File: src/rtl/ram_rd_checker_pkg.sv
// Shared types and defaults for the port-B RAM read checker.
package ram_chk_pkg;

   localparam int DEF_ADDR_W     = 10;
   localparam int DEF_DATA_W     = 8;
   localparam int DEF_DEPTH      = 1024;
   localparam int DEF_RD_LATENCY = 2;
   localparam int DEF_ERR_CNT_W  = 11;

   typedef enum logic [1:0] {
      IDLE,
      ISSUE,
      DRAIN,
      DONE
   } state_e;

   // Write-side pattern: each word holds its own address truncated to data_w bits.
   function automatic logic [31:0] exp_data(input logic [31:0] addr, input int data_w);
      logic [31:0] mask;
      mask = (data_w >= 32) ? '1 : ((32'd1 << data_w) - 32'd1);
      return addr & mask;
   endfunction

endpackage

File: src/rtl/ram_rd_checker_rd_lat_pipe.sv
// Valid+address delay line that lines up each issued address with its RAM read data.
module rd_lat_pipe
   import ram_chk_pkg::*;
#(
   parameter int LAT    = DEF_RD_LATENCY,
   parameter int ADDR_W = DEF_ADDR_W
) (
   input  logic              clk,
   input  logic              rst_n,
   input  logic              flush,
   input  logic              in_valid,
   input  logic [ADDR_W-1:0] in_addr,
   output logic              out_valid,
   output logic [ADDR_W-1:0] out_addr
);

   logic [LAT-1:0]    vld_q, vld_d;
   logic [ADDR_W-1:0] addr_q [LAT];
   logic [ADDR_W-1:0] addr_d [LAT];

   // Shift one stage per cycle; a flush only kills the valid bits.
   always_comb begin
      addr_d[0] = in_addr;
      vld_d[0]  = in_valid;
      for (int s = 1; s < LAT; s++) begin
         addr_d[s] = addr_q[s-1];
         vld_d[s]  = vld_q[s-1];
      end
      if (flush) begin
         vld_d = '0;
      end
   end

   // Stage registers.
   always_ff @(posedge clk or negedge rst_n) begin
      if (!rst_n) begin
         // NOTE: only a few registers, so every stage is reset; a real RAM array would not be.
         vld_q  <= '0;
         addr_q <= '{default: '0};
      end else begin
         // NOTE: non-blocking so each stage samples its neighbour's pre-edge value.
         vld_q  <= vld_d;
         addr_q <= addr_d;
      end
   end

   assign out_valid = vld_q[LAT-1];
   assign out_addr  = addr_q[LAT-1];

endmodule

File: config.mk
export PLATFORM = sky130hd
export DESIGN_NAME = rd_lat_pipe
export DESIGN_NICKNAME = d
export VERILOG_FILES = /design/src/rtl/ram_rd_checker_pkg.sv /design/src/rtl/ram_rd_checker_rd_lat_pipe.sv
export SDC_FILE = /design/constraint.sdc
export NUM_CORES = 1
export LEC_CHECK = 0
export ABC_AREA = 1
export CAP_MARGIN = 0
export CORE_MARGIN = 2
export CORE_UTILIZATION = 35
export CTS_BUF_LIST = sky130_fd_sc_hd__clkbuf_4 sky130_fd_sc_hd__clkbuf_8 sky130_fd_sc_hd__clkbuf_16
export DETAILED_ROUTE_END_ITERATION = 7
export DONT_BUFFER_PORTS = 1
export PLACE_DENSITY = 0.51
export SLEW_MARGIN = 20
export SYNTH_ARGS = -nofsm -noshare
export SYNTH_HDL_FRONTEND = slang
export SYNTH_SLANG_ARGS = --single-unit
File: constraint.sdc
create_clock -name clk -period 0.85 [get_ports clk]
set_clock_uncertainty 0.05 [all_clocks]
set_input_delay 0.085 -clock clk [delete_from_list [all_inputs] [get_ports clk]]
set_output_delay 0.085 -clock clk [all_outputs]
set_load 0.01 [all_outputs]
### Word-level counts from Yosys, hierarchy flattened

Cells that the tools add are included.

* register bits: 22
* input port bits: 14
* output and inout bits: 11

* muxes and demuxes: 1

Operator list (count)
* two-way mux 2 bit: 1

### Depth between registers and ports, before layout

* depth after elaboration: 1
* depth in mapped cells: 2

### Worst setup path before layout

Ideal clock, no wire load.

* path kind: register to register
* start: register vld_q[0]
* end: register vld_q[1]
* library setup time: 0.113 ns
* arrival time: 0.404 ns
* required time: 0.687 ns
* setup slack: 0.283 ns
* cell stages (with the launch flop): 3
* path buffers: 0
* period minus slack after synthesis: 0.567 ns
* cells stage by stage: dfrtp_1 -> inv_1 -> nor2_1

* longest elaborated chain between the ends: 1

RTL lines
* from (decl): RTL line ram_rd_checker_rd_lat_pipe.sv:17 `logic [LAT-1:0] vld_q, vld_d;`
* from (signal assigned): RTL line ram_rd_checker_rd_lat_pipe.sv:42 `vld_q <= vld_d;`
* two-way mux 2 bit: RTL line ram_rd_checker_rd_lat_pipe.sv:29 `if (flush) begin`
* via vld_d[1]: RTL line ram_rd_checker_rd_lat_pipe.sv:17

The timed path passes the listed nets, and every way through them passes these cells.

### Worst setup path in the final report

* start: register addr_q (netlist bit out_addr[1])
* end: output port out_addr[1]

RTL lines
* from (decl): RTL line ram_rd_checker_rd_lat_pipe.sv:18 `logic [ADDR_W-1:0] addr_q [LAT];`
* from (signal assigned): RTL line ram_rd_checker_rd_lat_pipe.sv:43 `addr_q <= addr_d;`
* to (decl): RTL line ram_rd_checker_rd_lat_pipe.sv:14 `output logic [ADDR_W-1:0] out_addr`

No word-level cell between the ends.

==> impl_metrics.json <==
{
  "status": "finished, violations left",
  "violations": "negative hold slack, negative setup slack",
  "arrival_ns": 0.73,
  "critPathLaunchType": "register",
  "nNetsFinal": 57,
  "cellPowerDensity_mw_per_mm2": 2550,
  "fin_crit_ns": 0.860,
  "gp_congestion": 0.589,
  "tns_ns": -0.0350,
  "holdWs_ns": -0.589,
  "worst-path-max-fanout": 1,
  "finalCritPeriodShare_pct": 101,
  "grt_antenna_before_repair": 0,
  "ctsLongestPathBuffers": 2,
  "drive_gt1_share_pct": 9.52,
  "maxSlewHeadroom_pct": 91.9,
  "cts_sinks": 22,
  "first_pass_iters": 1,
  "postSynthCellCount": 26,
  "vias_per_cell": 4.40,
  "tritoncts": "built",
  "die_x_um": 44.2,
  "netlist.top_cell.by_area": "dfrtp_1",
  "power_mw": 1.93,
  "setup_violations": 5,
  "synth_xor_area_share_pct": 0,
  "area_growth_pct": 34.1,
  "synth_simple_gate_area_share_pct": 1.33,
  "grt_overflow": 0,
  "max_freq_ghz": 1.16,
  "grt_pass1_wl_um": 1260,
  "syn-cell-area_um2": 566,
  "synth_nets": 40,
  "ir_worst_vdd_mv": 1.56,
  "cts_made_buffers": 3,
  "critPathKind": "reg -> out",
  "r2r_start": "vld_q[0]",
  "cts-root-buf": "clkbuf_4",
  "synthMuxAreaShare_pct": 0,
  "post_cts_buffers": 0,
  "maxCapViolations": 0,
  "coreArea_mm2": 0.00151,
  "synth-adder-area-share_pct": 0,
  "io-pin-count": 25,
  "drc": 0,
  "grt_pass1_vias": 323,
  "grt_max_degree": 23,
  "synth-seq-area-share_pct": 97.3,
  "cp-end-kind": "primary output",
  "cts_max_level": 1,
  "required_ns": 0.71,
  "synth_area_leaders": "dfrtp_1 97%, inv_1 1.3%, nor2_1 1.3%",
  "synth_top_area_share_pct": 97.3,
  "fill_cells": 135,
  "drv_slew": 0,
  "yosys_warnings": 0,
  "rr_worst_depth": 2,
  "initial_core_util_pct": 37.5,
  "p_leak_nw": 0.350,
  "die-area_mm2": 0.00195,
  "routed_wl_um": 679,
  "hold_viol": 22,
  "ant_nets": 0,
  "vias": 255,
  "diodes": 0,
  "rsz0062_at_grt": "yes",
  "rows": 14,
  "hp-class": "in -> async",
  "finalWorstSetupSlack_ns": -0.0103,
  "port_buffers": 0,
  "ys_ff_latch": 22,
  "reg2reg_to": "vld_q[1]",
  "track_usage_pct": 9.99,
  "clock_latency_ns": 0.30,
  "wl_per_cell_um": 11.7,
  "syn_avg_cell_area_um2": 21.8,
  "synth-compound-area-share_pct": 0,
  "r2r_setup_slack_ns": 0.25,
  "synth_top_family_by_area": "buffers and inverters",
  "path_clk_slew_ns": 0.11,
  "first_iter_violations": 0,
  "worstMarginPinSlew_ns": 0.122,
  "cts_hold_buffers": 12,
  "die_h_um": 44.2,
  "ys_types": 3
}
[cell usage in the layout, fill, tap and decap left out]
master / n
nor2_1: 2
dfrtp_1: 22
clkbuf_4: 3
bufinv_16: 1
dlygate4sd3_1: 12
inv_1: 2
[Yosys cell counts (all sizes together)]
| library cell | n |
|---|---|
| inv | 2 |
| nor2 | 2 |
| dfrtp | 22 |
[registers in the layout (all words and copies together), names as in the netlist]
signal	count
out_addr	10
vld_q	2
addr_d	10
[logic make-up after synthesis]
group / count (synthesis)
and+or+nand+nor: 2
buffers and inverters: 2
DFF: 22
[how the worst max path moves through the flow]
stage	from	end	slack [ns]	depth (start not counted)
3_3_place_gp	vld_q[0]	vld_q[1]	0.27	2
5_1_grt	out_addr[0]	out_addr[0]	-0.07	0
3_5_place_dp	vld_q[0]	vld_q[1]	0.27	2
2_1_floorplan	vld_q[0]	vld_q[1]	0.28	2
6_report	out_addr[1]	out_addr[1]	-0.01	0
4_1_cts	out_addr[1]	out_addr[1]	-0.04	0
[what timing repair did]
action                     in CTS  in global routing
resized for setup               0                  0
gates cloned                    0                  0
setup endpoints to repair      11                 11
hold endpoints to repair       34                 22
[layer usage]
metal	GRT usage, %	routed length [um]	vias to the layer above
met5	0	0	-
met4	3.64	0	0
met3	8.57	93	0
met2	17.6	399	18
met1	7.65	187	129
li1	-	-	108
[report_power, final]
group	internal, mW	switching, mW	total (mW)
clock network	0.477	0.283	0.759
logic	0.0380	0.00928	0.0473
registers	1.10	0.0289	1.13
[metrics by stage]
step	setup slack (ns)	std cells	util, %	area [um2]
6_report	-0.0103	58	50.3	758
4_1_cts	-0.0406	58	50.3	758
2_1_floorplan	0.283	26	-	566
3_3_place_gp	0.271	42	38.9	586
3_5_place_dp	0.267	42	38.9	586
5_1_grt	-0.0726	58	50.3	758
[final cells by class]
cell class	instances	area (um2)	area share [%]
Multi-Input combinational cell	2	7.51	0.990
Tap cell	16	20.0	2.64
Inverter	2	7.51	0.990
Clock buffer	3	22.5	2.97
Timing Repair Buffer	12	120	15.8
Clock inverter	1	30.0	3.96
Sequential cell	22	551	72.6
(Power assumes the default switching activity.)
==> RTL change: new RTL, same flow settings <==
Set the package constant `DEF_ADDR_W` to 9 (it was 10).
--- a/src/rtl/ram_rd_checker_pkg.sv
+++ b/src/rtl/ram_rd_checker_pkg.sv
@@ -2,5 +2,5 @@
 package ram_chk_pkg;
 
-   localparam int DEF_ADDR_W     = 10;
+   localparam int DEF_ADDR_W     = 9;
    localparam int DEF_DATA_W     = 8;
    localparam int DEF_DEPTH      = 1024;
Ports: changed (resized in_addr and out_addr); port bits go from 25 to 23. The function was not compared with the original's and may differ.
==> RTL change against the original RTL <==
Setup slack better by 17 ps. Cell area decreased by 8.1%. Highest routed layer unchanged. Total power shrank 6.4%. Via count shrank 7.8%. The flow finishes with violations (hold timing). Register-to-register slack hardly changed. Area after synthesis fell by 8.8%. Non-clock buffer count decreased by 1. Critical path depth unchanged. Critical path type unchanged. Routed wire length decreased by 6.3%. Largest power group unchanged. Sequential cell count shrank 2.
==> RTL change: results (changes against the original RTL) <==
| Metric | Value |
|---|---|
| Status | `finished with violations (unchanged)` |
| Failing checks | `hold timing (was hold timing, setup timing)` |
| Vias | `235 (was 255)` |
| Mean post-synth cell area | `21.48 sq um (was 21.75 sq um)` |
| GRT Util Overall | `0.08204 (was 0.09991)` |
| Max rail drop VDD | `0.001305 V (was 0.001560 V)` |
| Worst hold slack | `-576.2 ps (was -588.9 ps)` |
| DR vias/cell | `4.352 (was 4.397)` |
| Placer Congestion | `0.6269 (was 0.5890)` |
| Global-route wire length before repair | `1035 um (was 1255 um)` |
| Pin count of the biggest net entering global routing | `21 (was 23)` |
| CTS hold repair buffers | `11 (was 12)` |
| Final WL | `636 um (was 679 um)` |
| GR Util met3 | `0.03879 (was 0.08571)` |
| Post-synthesis sequential area ratio | `0.9709 (was 0.9735)` |
| Grt met1 use | `0.08286 (was 0.07650)` |
| Total CTS buffers | `3 (unchanged)` |
| Synthesized Nets | `37 (was 40)` |
| Dpl cells | `39 (was 42)` |
| FILL cells | `116 (was 135)` |
| Final Hold Violating Endpoints | `20 (was 22)` |
| Top cells by count, synth | `20 x dfrtp_1, 2 x inv_1, 2 x nor2_1 (was 22 x dfrtp_1, 2 x inv_1, 2 x nor2_1)` |
| Critical Path Sink | `out_addr[4] (was out_addr[1])` |
| Detailed-router iteration count before antenna repair | `2 (was 1)` |
| Slew Limit Headroom | `0.9219 (was 0.9186)` |
| Layout cell share with drive strength beyond 1 | `0.1026 (was 0.09524)` |
| Leak Pwr | `0.3221 nW (was 0.3496 nW)` |
| Reg2reg path depth | `2 (unchanged)` |
| Worst Path Arrival | `710 ps (was 730 ps)` |
| Crit path max fanout | `1 (unchanged)` |
==> RTL change: cell count changes in the layout (fill, tap and decap cells not counted) <==
cell           delta
dfrtp_1           -2
dlygate4sd3_1     -1
==> RTL change: cells by family (layout without fill, tap and decap cells) <==
| family | after synthesis | after routing | synth area share |
|---|---|---|---|
| AND/OR/NAND/NOR | 2 | 2 | 0.01457 |
| buffers and inverters | 2 | 17 | 0.01457 |
| flip-flops | 20 | 20 | 0.9709 |
==> RTL change: where the power goes <==
| group | total [mW] | internal (mW) | switching (mW) |
|---|---|---|---|
| registers | 1.03 | 0.999 | 0.0270 |
| logic | 0.0434 | 0.0349 | 0.00849 |
| clock network | 0.740 | 0.476 | 0.264 |
| total | 1.81 | 1.51 | 0.300 |
==> RTL change: through the flow <==
stage / hold slack [ps] / cell area, sq um / worst slack (ps) / util / power [mW]
global placement: -260.2 / 534.3 / 270.4 / 0.4006 / 1.048
global route: -602.3 / 696.9 / -31.42 / 0.5225 / 1.878
finish: -576.2 / 696.9 / 6.304 / 0.5225 / 1.809
CTS: -598.2 / 696.9 / -21.53 / 0.5225 / 1.846
floorplan: -260.6 / 515.5 / 283.0 / - / 1.044
detailed placement: -260.2 / 534.3 / 268.4 / 0.4006 / 1.050
==> RTL change: final cells by class <==
class	count	area [sq um]	area share
repair buffers	11	110.1	0.1580
clock buffers	3	22.52	0.03232
multi-input cells	2	7.507	0.01077
clock inverters	1	30.03	0.04309
inverters	2	7.507	0.01077
flip-flops and latches	20	500.5	0.7181
well taps	15	18.77	0.02693
==> RTL change: per-layer routing <==
layer | wire, um | up-vias | part of all wire
li1 | - | 100 | -
met1 | 237 | 122 | 0.37
met2 | 355 | 13 | 0.56
met3 | 43 | 0 | 0.068
met4 | 0 | 0 | 0
met5 | 0 | - | 0
